`src/rtl/pwm_duty_if.sv`:
```
//------------------------------------------------------------------------------
// Module   : pwm_duty_if
// Brief    : Pulse-width measurement inputs and duty-cycle results for pwm_duty_calc.
// Revision : 1.0
//------------------------------------------------------------------------------
`default_nettype none

interface pwm_duty_if #(
    parameter int DUTY_W = 16
);
    logic [30:0]       pw_high;
    logic [30:0]       pw_low;
    logic [31:0]       pwm_per;
    logic [DUTY_W-1:0] duty;
    logic              duty_valid;
    logic              busy;
    logic              div_zero;

    // master is the measurement side, slave is the duty calculator
    modport master (
        output pw_high, pw_low, pwm_per,
        input  duty, duty_valid, busy, div_zero
    );

    modport slave (
        input  pw_high, pw_low, pwm_per,
        output duty, duty_valid, busy, div_zero
    );
endinterface

`default_nettype wire

```
`src/rtl/pwm_duty_calc.sv`:
```
//------------------------------------------------------------------------------
// Module   : pwm_duty_calc
// Brief    : Duty = floor(pw_high*2^DUTY_W/pwm_per) via serial restoring division.
//            Optional output smoothing selected by macro PWM_DUTY_AVG_EN.
// Revision : 1.0
//------------------------------------------------------------------------------
`default_nettype none

module pwm_duty_calc #(
    parameter int DUTY_W = 16
) (
    input  wire logic   clk,
    input  wire logic   reset,
    pwm_duty_if.slave   bus
);

    localparam int              c_CNT_W = $clog2(DUTY_W);
    localparam logic [c_CNT_W-1:0] c_LAST = c_CNT_W'(DUTY_W - 1);

    localparam logic [1:0] S_IDLE = 2'd0;
    localparam logic [1:0] S_CALC = 2'd1;
    localparam logic [1:0] S_DONE = 2'd2;

    logic [1:0]         r_state;
    logic [1:0]         w_state_nxt;

    logic [93:0]        r_cap;
    logic [32:0]        r_rem;
    logic [DUTY_W-1:0]  r_quot;
    logic [c_CNT_W-1:0] r_cnt;
    logic               r_sat;
    logic [DUTY_W-1:0]  r_duty;
    logic               r_duty_valid;
    logic               r_div_zero;

    logic [93:0]        w_in;
    logic               w_change;
    logic               w_per_zero;
    logic [32:0]        w_shift;
    logic [33:0]        w_sub;
    logic               w_qbit;
    logic [32:0]        w_rem_nxt;
    logic [DUTY_W-1:0]  w_q;
    logic [DUTY_W-1:0]  w_duty_nxt;
    logic               w_unused_rem_msb;

    assign w_in       = {bus.pw_high, bus.pw_low, bus.pwm_per};
    // X on an input makes this compare X, so the IDLE branch is not taken
    assign w_change   = (w_in != r_cap);
    assign w_per_zero = (bus.pwm_per == 32'd0);

    // Remainder stays below the divisor (< 2^32), so its top bit is always clear
    assign w_shift          = {r_rem[31:0], 1'b0};
    assign w_sub            = {1'b0, w_shift} - {2'b00, r_cap[31:0]};
    assign w_qbit           = ~w_sub[33];
    assign w_rem_nxt        = w_qbit ? w_sub[32:0] : w_shift;
    assign w_unused_rem_msb = r_rem[32];

    assign w_q = r_sat ? {DUTY_W{1'b1}} : r_quot;

`ifdef PWM_DUTY_AVG_EN
    logic                r_first;
    logic signed [DUTY_W:0] w_delta;
    logic signed [DUTY_W:0] w_avg;

    assign w_delta    = $signed({1'b0, w_q}) - $signed({1'b0, r_duty});
    assign w_avg      = $signed({1'b0, r_duty}) + (w_delta >>> 2);
    assign w_duty_nxt = r_first ? w_q : w_avg[DUTY_W-1:0];

    always_ff @(posedge clk) begin
        if (reset) begin
            r_first <= 1'b1;
        end else if (r_state == S_DONE) begin
            r_first <= 1'b0;
        end
    end
`else
    assign w_duty_nxt = w_q;
`endif

    always_ff @(posedge clk) begin
        if (reset) begin
            r_state <= S_IDLE;
        end else begin
            r_state <= w_state_nxt;
        end
    end

    always_comb begin
        w_state_nxt = r_state;
        case (r_state)
            S_IDLE: if (w_change && !w_per_zero) w_state_nxt = S_CALC;
            S_CALC: if (r_cnt == c_LAST)         w_state_nxt = S_DONE;
            S_DONE:                              w_state_nxt = S_IDLE;
            default:                             w_state_nxt = S_IDLE;
        endcase
    end

    always_ff @(posedge clk) begin
        if (reset) begin
            r_cap        <= '0;
            r_rem        <= '0;
            r_quot       <= '0;
            r_cnt        <= '0;
            r_sat        <= 1'b0;
            r_duty       <= '0;
            r_duty_valid <= 1'b0;
            r_div_zero   <= 1'b0;
        end else begin
            r_duty_valid <= 1'b0;
            case (r_state)
                S_IDLE: begin
                    if (w_change) begin
                        r_cap      <= w_in;
                        r_div_zero <= w_per_zero;
                        r_rem      <= {2'b00, bus.pw_high};
                        r_quot     <= '0;
                        r_cnt      <= '0;
                        r_sat      <= ({1'b0, bus.pw_high} >= bus.pwm_per);
                    end
                end
                S_CALC: begin
                    r_rem  <= w_rem_nxt;
                    r_quot <= {r_quot[DUTY_W-2:0], w_qbit};
                    r_cnt  <= r_cnt + 1'b1;
                end
                S_DONE: begin
                    r_duty       <= w_duty_nxt;
                    r_duty_valid <= 1'b1;
                end
                default: ;
            endcase
        end
    end

    assign bus.duty       = r_duty;
    assign bus.duty_valid = r_duty_valid;
    assign bus.busy       = (r_state != S_IDLE);
    assign bus.div_zero   = r_div_zero;

endmodule

`default_nettype wire

```
`src/flat_wrapper.sv`:
```
// flat-port wrapper written by rule: the top's interface ports become plain ports
module pwm_duty_calc_flat 
#(
    parameter int DUTY_W = 16
)
  (clk, reset, bus_pw_high, bus_pw_low, bus_pwm_per, bus_duty, bus_duty_valid, bus_busy, bus_div_zero);
  pwm_duty_if #(.DUTY_W(DUTY_W)) bus_i ();
  input  wire logic clk;
  input  wire logic reset;
  input wire logic [$bits(bus_i.pw_high)-1:0] bus_pw_high;
  input wire logic [$bits(bus_i.pw_low)-1:0] bus_pw_low;
  input wire logic [$bits(bus_i.pwm_per)-1:0] bus_pwm_per;
  output wire logic [$bits(bus_i.duty)-1:0] bus_duty;
  output wire logic [$bits(bus_i.duty_valid)-1:0] bus_duty_valid;
  output wire logic [$bits(bus_i.busy)-1:0] bus_busy;
  output wire logic [$bits(bus_i.div_zero)-1:0] bus_div_zero;
  assign bus_i.pw_high = bus_pw_high;
  assign bus_i.pw_low = bus_pw_low;
  assign bus_i.pwm_per = bus_pwm_per;
  assign bus_duty = bus_i.duty;
  assign bus_duty_valid = bus_i.duty_valid;
  assign bus_busy = bus_i.busy;
  assign bus_div_zero = bus_i.div_zero;
  pwm_duty_calc #(.DUTY_W(DUTY_W)) u_core (.clk(clk), .reset(reset), .bus(bus_i));
endmodule
```
`config.mk`:
```
export PLATFORM = sky130hd
export DESIGN_NAME = pwm_duty_calc_flat
export DESIGN_NICKNAME = d
export VERILOG_FILES = /design/src/rtl/pwm_duty_if.sv /design/src/rtl/pwm_duty_calc.sv /design/src/flat_wrapper.sv
export SDC_FILE = /design/constraint.sdc
export NUM_CORES = 1
export LEC_CHECK = 0
export BUFFER_PORTS_ARGS = -buffer_cell sky130_fd_sc_hd__buf_2
export CORE_MARGIN = 2
export CORE_UTILIZATION = 32
export CTS_BUF_LIST = sky130_fd_sc_hd__clkbuf_8
export CTS_CLUSTER_DIAMETER = 50
export DETAILED_ROUTE_END_ITERATION = 10
export PLACE_DENSITY = 0.6
export SLEW_MARGIN = 20
export SYNTH_ARGS = -nofsm -noshare
export SYNTH_HDL_FRONTEND = slang
export SYNTH_SLANG_ARGS = --single-unit
```
`constraint.sdc`:
```
create_clock -name clk -period 8 [get_ports clk]
set_input_delay 1.2 -clock clk [delete_from_list [all_inputs] [get_ports clk]]
set_output_delay 1.2 -clock clk [all_outputs]
set_load 0.01 [all_outputs]
```
==> flow_metrics.py <==
metrics = {
    "outcome": {
        "status": "finished, final reports clean",
    },
    "logic_synthesis": {
        "post_synth.cell_area_avg_sq_um": 8.400,
        "synth_enable_flop_cells": 0,
        "postSynth.topFlopCell": "sky130_fd_sc_hd__dfxtp_1",
        "ys_warn_count": 0,
        "synthArstFlopShare_pct": 0,
        "synth_seq_area_share_pct": 33.99,
        "synth-seq-cells": 167,
        "synth.net_count": 1331,
        "netlist_area_sq_um": 9837,
        "post_synth_num_cell_types": 64,
        "syn-instance-count": 1171,
    },
    "sta": {
        "finalSetupViolCount": 0,
        "min_period_ns": 4.082,
        "layout_worst_path_cycle_share_pct": 51.03,
        "headroom_to_the_max_slew_limit_pct": 27.64,
        "timing.final.hold_violations": 0,
        "setup_tns_ns": 0,
        "timing.hold.ws_ns": 0.4832,
        "skew_ns": 0.01731,
        "fmax_mhz": 245.0,
        "grt_setup_unrepaired": "no",
        "timing_worst_slew_pin_value_ns": 1.081,
        "maxSlewViolCount": 0,
    },
    "clock_network": {
        "worst_skew_pair.late_latency_ns": 0.48,
        "post_cts_sizing_count": 0,
        "cts_setup_buffers": 0,
        "clock_tree_from_tritoncts": "done",
        "clock_transition_at_path_regs_ns": 0.09,
        "clk_path_buf_depth": 2,
        "cts.root.buffer_cell": "sky130_fd_sc_hd__clkbuf_8",
        "htree_num_levels": 4,
        "cts.sinks": 167,
        "cts_hold_buf": 0,
        "cts-buffers-inserted": 17,
    },
    "floorplan": {
        "floorplan.core_area_sq_um": 30430,
        "die_w_um": 179.3,
        "num_io_pins": 115,
        "placement_rows": 64,
        "die_outline_area_sq_um": 32160,
        "start_util_pct": 32.33,
        "die_h_um": 179.3,
    },
    "global_route": {
        "grt.total_usage_pct": 18.45,
        "first_global_vias": 8120,
        "grt_start_max_net_pins": 111,
        "global_route_wire_length_before_repair_mm": 45.46,
        "number_of_antenna_violations_at_the_first_check_in_global_routing": 2,
        "grt.overflow.total": 0,
    },
    "critical_path": {
        "rr_endpoint": "u_core.r_quot[6]$_SDFFE_PP0P_",
        "path_common_cell": "sky130_fd_sc_hd__nor4_1",
        "timing.critical_path.cells": "buf_2 > xor2_1 > nor4_1 > nand4_1 > nor4_1 > a31o_4 > nand2_1 > nor2_1 > a22o_1",
        "crit_fanout": 39,
        "worst_path_max_delay_cell": "sky130_fd_sc_hd__nor2_1",
        "critPathKind": "in2reg",
        "path_buf_inv": 1,
        "timing.critical_path.required_ns": 8.41,
        "critical_path.top_delay_family": "simple AND/OR/NAND/NOR gates",
        "timing.reg2reg.worst_path_depth": 8,
        "end_kind": "flip-flop",
        "crit_arrival_ns": 4.50,
        "start_kind": "input port",
        "timing.critical_path.slowest_cell_delay_ns": 0.87,
        "reg2reg_from": "u_core.r_cap[3]$_SDFFE_PP0P_",
        "r2r_setup_slack_ns": 4.40,
    },
    "detailed_routing": {
        "drtPass1Iterations": 5,
        "route.detailed.wl_per_inst_um": 17.64,
        "antenna_left": 0,
        "via_per_inst": 5.191,
        "vias": 8643,
        "routed_wl_mm": 29.36,
        "drt-initial-drc-count": 607,
        "post-route-drc-count": 0,
    },
    "final_layout": {
        "final_area_sq_um": 11110,
        "share_of_cells_above_drive_strength_1_pct": 13.73,
        "fillCellCount": 3203,
        "area_growth_from_synthesis_to_layout_pct": 12.96,
        "final-instance-count-excl-fill": 1665,
        "layout.nets": 1414,
    },
    "pwr": {
        "report.power.total_w": 0.002495,
        "vdd_drop_max_uv": 110.3,
        "power.density_cell_area_nw_per_um2": 224.6,
        "leakage_component_of_the_power_nw": 4.861,
    },
    "placement": {
        "dpl.hpwl_mm": 22.35,
        "io_buffers": 114,
        "gpl.final_weighted_congestion": 0.9003,
        "post_dp_cell_area_sq_um": 10730,
        "place.detailed.instances": 1631,
    },
    "min_path": {
        "holdPathEnd": "u_core.r_cap[85]$_SDFFE_PP0P_",
        "min_delay_path_depth": 2,
        "hold_path.startpoint": "u_core.r_cap[85]$_SDFFE_PP0P_",
        "type_of_the_tightest_min_delay_check": "reg2reg",
    },
    "job": {
        "drv_cap": 0,
    },
}
-- report_power, final --
| part | total [W] | leakage (nW) | internal, W | switching, W |
|---|---|---|---|---|
| Combinational | 0.000947 | 3.29 | 0.000391 | 0.000556 |
| Sequential | 0.000955 | 1.38 | 0.000897 | 0.0000582 |
| Clock | 0.000594 | 0.192 | 0.000253 | 0.000341 |
-- stage by stage --
stage,util [%],setup WS [ns]
after floorplan,-,4.931
after global placement,35.25,3.448
after detailed placement,35.25,3.443
after CTS,36.48,3.948
after global routing,36.52,3.674
final,36.52,3.918
-- cell usage in the layout (no fill, tap or decap), types with 20 or more instances in the layout --
| cell | n |
|---|---|
| sky130_fd_sc_hd__nor2_1 | 187 |
| sky130_fd_sc_hd__dfxtp_1 | 167 |
| sky130_fd_sc_hd__buf_2 | 113 |
| sky130_fd_sc_hd__a21oi_1 | 100 |
| sky130_fd_sc_hd__xor2_1 | 77 |
| sky130_fd_sc_hd__inv_1 | 71 |
| sky130_fd_sc_hd__mux2i_1 | 67 |
| sky130_fd_sc_hd__ha_1 | 63 |
| sky130_fd_sc_hd__nand2_1 | 55 |
| sky130_fd_sc_hd__xnor2_1 | 43 |
| sky130_fd_sc_hd__a211oi_1 | 30 |
| sky130_fd_sc_hd__nor4_1 | 27 |
| sky130_fd_sc_hd__o21ai_0 | 21 |
| sky130_fd_sc_hd__nand4_1 | 20 |
| sky130_fd_sc_hd__a21o_1 | 20 |
-- worst min-delay path: cells and delay by family, from the launching register on --
family,cells,cell delay (ns)
and+or+nand+nor,1,0.06
AOI/OAI and AO/OA,1,0.06
DFF,1,0.33
-- worst max path at each step --
stage / start / end / slack, ns / cells past startpoint
after global routing: bus_pw_high[6] / u_core.r_quot[10]$_SDFFE_PP0P_ / 3.67 / 9
after CTS: bus_pwm_per[3] / u_core.r_quot[6]$_SDFFE_PP0P_ / 3.95 / 9
after detailed placement: bus_pwm_per[3] / u_core.r_quot[9]$_SDFFE_PP0P_ / 3.44 / 9
after global placement: bus_pw_high[6] / u_core.r_rem[7]$_SDFFE_PP0P_ / 3.45 / 10
after floorplan: bus_pw_high[18] / u_core.r_cap[28]$_SDFFE_PP0P_ / 4.93 / 11
final: bus_pw_high[6] / u_core.r_quot[6]$_SDFFE_PP0P_ / 3.92 / 9
-- synthesized netlist by cell type, drive strengths merged, types with 2 or more instances --
library cell  number  share of area [%]
and2              12               0.76
a311oi             9               0.86
and4               2               0.18
o22ai              4               0.25
nor2b              8               0.51
o21ai             23                1.3
clkbuf            31                1.2
nor4              28                1.8
o21a              11               0.85
mux2               9                1.0
mux2i             67                6.8
nand2             55                2.1
a221oi             5               0.45
a211oi            31                2.4
o31ai              5               0.43
ha                63                8.0
or3                3               0.19
nor3               9               0.46
dfxtp            167                 34
nand3             10               0.51
xor2              77                6.9
nand2b             6               0.38
or2                2               0.13
o311ai             2               0.18
o21bai             6               0.46
buf               25                1.4
nand4             20                1.3
a21o              20                1.5
o211ai             5               0.38
a22o              17                1.5
inv               71                2.7
xnor2             43                3.8
nor2             188                7.2
a21oi            100                5.1
and3               4               0.25
a31oi              8               0.51
a22oi             10               0.76
-- cells by family after synthesis --
group / share of synthesized area (%)
fa+ha+maj: 8.217
flops: 33.99
buf+inv: 5.266
simple gates: 16.19
mux: 7.848
xor+xnor: 10.68
compound gates: 17.81
-- flip-flops by register name, indices dropped and copies added, names as in the netlist --
name	count
u_core.bus.div_zero	1
u_core.r_cap	94
u_core.bus.duty	16
u_core.r_rem	32
u_core.bus.duty_valid	1
u_core.r_cnt	4
u_core.r_state	2
u_core.r_quot	16
u_core.r_sat	1
-- layer usage --
layer | track usage, % | vias up | wire length [um]
met4 | 7.695 | 0 | 881
li1 | - | 4267 | -
met3 | 2.764 | 47 | 1492
met2 | 28.88 | 269 | 13210
met1 | 25.33 | 4060 | 13780
met5 | 0 | - | 0
-- cell type report --
cell class	instances	area, sq um	area share [%]
flip-flops and latches	167	3343	30.09
repair buffers	120	630.6	5.675
multi-input cells	877	5995	53.95
diodes	2	5.005	0.04504
clock buffers	17	234.0	2.106
inverters	71	266.5	2.398
clock inverters	15	142.6	1.284
well taps	396	495.5	4.459
Note: power is estimated with default switching activity, not from simulation.
